<file path="src/rtl/mem_access_pkg.sv">
// Shared types and constants for the load/store memory access unit.
// Holds FSM states, access-size codes, byte-enable patterns and helpers.
package mem_access_pkg;

  typedef enum logic [1:0] {
    IDLE,
    BUSY,
    DONE,
    ERR
  } state_e;

  localparam logic [2:0] LT_WORD  = 3'b000;
  localparam logic [2:0] LT_HALF  = 3'b001;
  localparam logic [2:0] LT_BYTE  = 3'b010;
  localparam logic [2:0] LT_HALFU = 3'b011;
  localparam logic [2:0] LT_BYTEU = 3'b100;

  localparam logic [3:0] BE_NONE    = 4'b0000;
  localparam logic [3:0] BE_WORD    = 4'b1111;
  localparam logic [3:0] BE_HALF_LO = 4'b0011;
  localparam logic [3:0] BE_HALF_HI = 4'b1100;
  localparam logic [3:0] BE_BYTE    = 4'b0001;

  function automatic logic is_byte(logic [2:0] lt);
    return (lt == LT_BYTE) || (lt == LT_BYTEU);
  endfunction

  function automatic logic is_half(logic [2:0] lt);
    return (lt == LT_HALF) || (lt == LT_HALFU);
  endfunction

  // Codes 101-111 fall through to word rules.
  function automatic logic misalign(logic [2:0] lt, logic [1:0] off);
    if (is_byte(lt)) return 1'b0;
    if (is_half(lt)) return off[0];
    return off != 2'b00;
  endfunction

  function automatic logic [3:0] store_be(logic [2:0] lt, logic [1:0] off);
    if (is_byte(lt)) return BE_BYTE << off;
    if (is_half(lt)) return off[1] ? BE_HALF_HI : BE_HALF_LO;
    return BE_WORD;
  endfunction

endpackage

</file>
<file path="src/rtl/load_align.sv">
// Moves the addressed byte/half of a read word down to bit 0 and
// fills the upper bits with sign or zero so bit 31 carries the sign.
module load_align
  import mem_access_pkg::*;
#(
  parameter int N_Bits = 32
) (
  input  logic [N_Bits-1:0] rdata_i,
  input  logic [1:0]        off_i,
  input  logic [2:0]        lt_i,
  output logic [N_Bits-1:0] result_o
);

  logic [N_Bits-1:0] shifted;

  assign shifted = rdata_i >> {off_i, 3'b000};

  // Select element and extend it according to the access type.
  always_comb begin
    result_o = rdata_i;
    case (lt_i)
      LT_BYTE:  result_o = {{(N_Bits-8){shifted[7]}}, shifted[7:0]};
      LT_BYTEU: result_o = {{(N_Bits-8){1'b0}}, shifted[7:0]};
      LT_HALF:  result_o = {{(N_Bits-16){shifted[15]}}, shifted[15:0]};
      LT_HALFU: result_o = {{(N_Bits-16){1'b0}}, shifted[15:0]};
      default:  result_o = rdata_i;
    endcase
  end

endmodule

</file>
<file path="src/rtl/mem_access_unit.sv">
// Load/store unit between the core pipeline and a word-wide memory.
// One access in flight; stalls the core until the access resolves.
module mem_access_unit
  import mem_access_pkg::*;
#(
  parameter int N_Bits = 32,
  parameter int ADDR_W = 32
) (
  input  logic              clk,
  input  logic              rst,
  input  logic              req_valid,
  input  logic              req_we,
  input  logic [ADDR_W-1:0] req_addr,
  input  logic [N_Bits-1:0] req_wdata,
  input  logic [2:0]        Loadtype,
  output logic              stall,
  output logic [N_Bits-1:0] Result,
  output logic              rdata_valid,
  output logic              misaligned,
  output logic              mem_req,
  output logic              mem_we,
  output logic [ADDR_W-1:0] mem_addr,
  output logic [N_Bits-1:0] mem_wdata,
  output logic [3:0]        mem_be,
  input  logic              mem_ready,
  input  logic [N_Bits-1:0] mem_rdata
);

  state_e            state_q, state_d;
  logic              we_q;
  logic [ADDR_W-1:0] addr_q;
  logic [N_Bits-1:0] wdata_q;
  logic [2:0]        lt_q;
  logic [N_Bits-1:0] result_q;
  logic [N_Bits-1:0] aligned;
  logic              bad;
  logic              accept;
  logic              busy;

  assign bad    = misalign(Loadtype, req_addr[1:0]);
  assign accept = (state_q == IDLE) && req_valid && !bad;
  assign busy   = (state_q == BUSY);

  // Next-state decode for the access sequencer.
  always_comb begin
    state_d = state_q;
    unique case (state_q)
      IDLE: if (req_valid) state_d = bad ? ERR : BUSY;
      BUSY: if (mem_ready) state_d = DONE;
      DONE: state_d = IDLE;
      ERR:  state_d = IDLE;
      default: state_d = IDLE;
    endcase
  end

  // State register; reset aborts any access in flight.
  always_ff @(posedge clk or posedge rst) begin
    if (rst) state_q <= IDLE;
    else     state_q <= state_d;
  end

  // Capture the request once accepted; later req_* changes are ignored.
  always_ff @(posedge clk or posedge rst) begin
    if (rst) begin
      we_q    <= 1'b0;
      addr_q  <= '0;
      wdata_q <= '0;
      lt_q    <= LT_WORD;
    end else if (accept) begin
      we_q    <= req_we;
      addr_q  <= req_addr;
      wdata_q <= req_wdata;
      lt_q    <= Loadtype;
    end
  end

  load_align #(.N_Bits(N_Bits)) u_align (
    .rdata_i  (mem_rdata),
    .off_i    (addr_q[1:0]),
    .lt_i     (lt_q),
    .result_o (aligned)
  );

  // Load result is taken on the memory handshake and held afterwards.
  always_ff @(posedge clk or posedge rst) begin
    if (rst)                           result_q <= '0;
    else if (busy && mem_ready && !we_q) result_q <= aligned;
  end

  // Store data is replicated across every lane the element can occupy.
  always_comb begin
    mem_wdata = wdata_q;
    if (is_byte(lt_q))      mem_wdata = {(N_Bits/8){wdata_q[7:0]}};
    else if (is_half(lt_q)) mem_wdata = {(N_Bits/16){wdata_q[15:0]}};
  end

  assign stall       = req_valid && ((state_q == IDLE) || busy);
  assign Result      = result_q;
  assign rdata_valid = (state_q == DONE) && !we_q;
  assign misaligned  = (state_q == ERR);
  assign mem_req     = busy;
  assign mem_we      = busy && we_q;
  assign mem_addr    = {addr_q[ADDR_W-1:2], 2'b00};
  assign mem_be      = (busy && we_q) ? store_be(lt_q, addr_q[1:0]) : BE_NONE;

endmodule

</file>
<file path="config.mk">
export PLATFORM = sky130hd
export DESIGN_NAME = mem_access_unit
export DESIGN_NICKNAME = d
export VERILOG_FILES = /design/src/rtl/mem_access_pkg.sv /design/src/rtl/load_align.sv /design/src/rtl/mem_access_unit.sv
export SDC_FILE = /design/constraint.sdc
export NUM_CORES = 1
export LEC_CHECK = 0
export ABC_AREA = 1
export CAP_MARGIN = 20
export CORE_UTILIZATION = 29
export DETAILED_ROUTE_END_ITERATION = 7
export SKIP_CTS_REPAIR_TIMING = 1
export SYNTH_ARGS = -nofsm -noshare
export SYNTH_HDL_FRONTEND = slang
export SYNTH_SLANG_ARGS = --single-unit
</file>
<file path="constraint.sdc">
create_clock -name clk -period 3 [get_ports clk]
set_clock_uncertainty 0.2 [all_clocks]
set_input_delay 0.3 -clock clk [delete_from_list [all_inputs] [get_ports clk]]
set_output_delay 0.3 -clock clk [all_outputs]
set_load 0.01 [all_outputs]
</file>
==> impl_metrics.tcl <==
set metrics [dict create \
    status "finished clean" \
    maxSlewViolCount 0 \
    clkLatencyLatePin_ns 0.35 \
    crit_arrival_ns 2.39 \
    clockBufferDepth 2 \
    clk_pin_slew_ns 0.07 \
    drtIter0Drc 304 \
    min_period_over_period_pct 96.31 \
    yosys_register_bits 102 \
    mostFrequentLayoutCells "clkdlybuf4s50_1, nand2_1, nand3_1, dfrtp_1, nor2_1" \
    seqCellArea_um2 2552 \
    gp_congestion 0.9002 \
    core-area_um2 18960 \
    track_usage_pct 17.90 \
    routed_wl_um 17510 \
    antenna_cells 0 \
    pre_cts_slack_ns 0.3493 \
    dieArea_um2 20100 \
    grt_pass1_vias 5192 \
    grt_pass1_wl_um 27710 \
    hold_violations 0 \
    setup_violations 0 \
    drc_errors 0 \
    vias_per_cell 4.663 \
    numClockSinks 102 \
    wl_per_cell_um 15.22 \
    avgSynthCellArea_um2 7.677 \
    ctsRootBufferMaster "clkbuf_16" \
    start_util_pct 29.89 \
    synth_top_cell_by_area "dfrtp_1" \
    drive_gt1_share_pct 7.303 \
    num_rows 50 \
    p_leak_nw 3.675 \
    crit_path_max_fanout 23 \
    nets 990 \
    synth_cells 738 \
    layout_setup_ws_ns 0.1107 \
    yosys_warnings 0 \
    slew_headroom_pct 57.42 \
    cp-end-kind "output port" \
    numCtsBuffers 9 \
    required_ns 2.50 \
    worst_slew_pin_slew_ns 0.6364 \
    pin_count 209 \
    fin_setup_tns_ns 0 \
    cap_viol_max_count 0 \
    synth_top_area_share_pct 45.05 \
    num-fill-cells 1942 \
    critPathLaunchType "flip-flop" \
    port_buffers 206 \
    drtAntennaViolNets 0 \
    clock.fmax_mhz 346.1 \
    multiInputGateArea_um2 2389 \
    fp.dieH_um 141.8 \
    hpwl_um 12690 \
    num_vias 5363 \
    cts_tree "yes" \
    powerDensity_nw_per_um2 1094 \
    hp-class "in2async" \
    cts-htree-levels 3 \
    synth_area_leaders "dfrtp_1, nand2_1, nand3_1, buf_4, nor2_1" \
    yosysUniqueCellTypes 27 \
    grt_max_degree 78 \
    syn_to_final_growth_pct 40.02 \
    fin_crit_ns 2.889 \
    overflow 0 \
    rsz0062_at_grt "yes" \
    die_w_um 141.8 \
    netlist_area_um2 5665 \
    first_pass_iters 5 \
    ys_seq_area_share_pct 45.05 \
    worstSetupPathType "reg2out" \
    final_common_cell "clkdlybuf4s50_1" \
    ir_drop_uv 706.9 \
    antenna_found_initial 1 \
]
## worst max-delay path: stages (launching register included)
cell and delay [ns]:
dfrtp_1 0.48, nor2_1 0.10, nand2_2 0.25, nand3_4 0.22
inv_6 0.23, nand2_1 0.09, o21ai_0 0.09, clkdlybuf4s50_1 0.57
## layout make-up
type / count / share of cell area (%)
sequential: 102 / 32.18
timing repair buffer: 222 / 27.98
inverter: 43 / 2.208
multi-input combinational: 508 / 30.11
clock buffer: 9 / 2.839
clock inverter: 6 / 0.5836
tap: 260 / 4.101
## routing by layer
metal	track usage [%]	vias up	wire length [um]
met4	5.886	0	263
met2	27.87	220	7847
met1	23.19	2483	7667
li1	-	2642	-
met5	0	-	0
met3	6.142	18	1729
## synth_stat cells, drive strengths merged
library cell,number
nor2,94
conb,1
nor3,2
nand3,107
dfrtp,102
inv,43
a21oi,34
nand2,206
o21a,6
buf,81
clkbuf,5
nand4,24
a22oi,1
o21ai,32
## cells by family (layout without fill, tap and decap cells)
family | count (synthesis) | after routing | share of synthesized area [%]
AND/OR/NAND/NOR | 433 | 433 | 34.28
other | 1 | 2 | 0.06619
AO/OA/AOI/OAI | 73 | 73 | 7.155
flip-flops | 102 | 102 | 45.05
buffers and inverters | 129 | 280 | 13.45
## metrics by stage
stage          instances  util, %  power [W]  hold slack (ns)  instance area, um2
6_report            1150    41.85   0.008675           0.2220                7933
2_1_floorplan        739        -   0.005482           0.2073                5673
5_1_grt             1150    41.85   0.009358           0.2466                7933
4_1_cts             1150    41.68   0.008728           0.2354                7901
3_3_place_gp        1135    40.25   0.007490           0.2526                7630
3_5_place_dp        1135    40.25   0.007546           0.2576                7630
## power breakdown
| part | leakage, nW | switching (W) | total (W) | internal, W |
|---|---|---|---|---|
| clock | 0.134 | 0.000567 | 0.00114 | 0.000569 |
| combinational | 2.32 | 0.00265 | 0.00507 | 0.00242 |
| sequential | 1.22 | 0.000438 | 0.00247 | 0.00203 |
## flip-flops by register name (all words and copies together), names as in the netlist
signal,flops
Result,32
we_q,1
wdata_q,32
lt_q,3
addr_q,32
state_q,2
## final timing paths
kind                            start            end  slack (ns)  depth (start not counted)
max                           lt_q[0]  mem_wdata[19]        0.11                          7
min                               rst     Result[11]        0.22                          3
max reg2reg                state_q[0]      Result[6]        1.04                          7
min reg2reg                addr_q[15]     addr_q[15]        0.27                          2
max in group asynchronous         rst           we_q        2.00                          3
min in group clk           addr_q[15]     addr_q[15]        0.27                          2
Power figures use the tool's default switching activity.
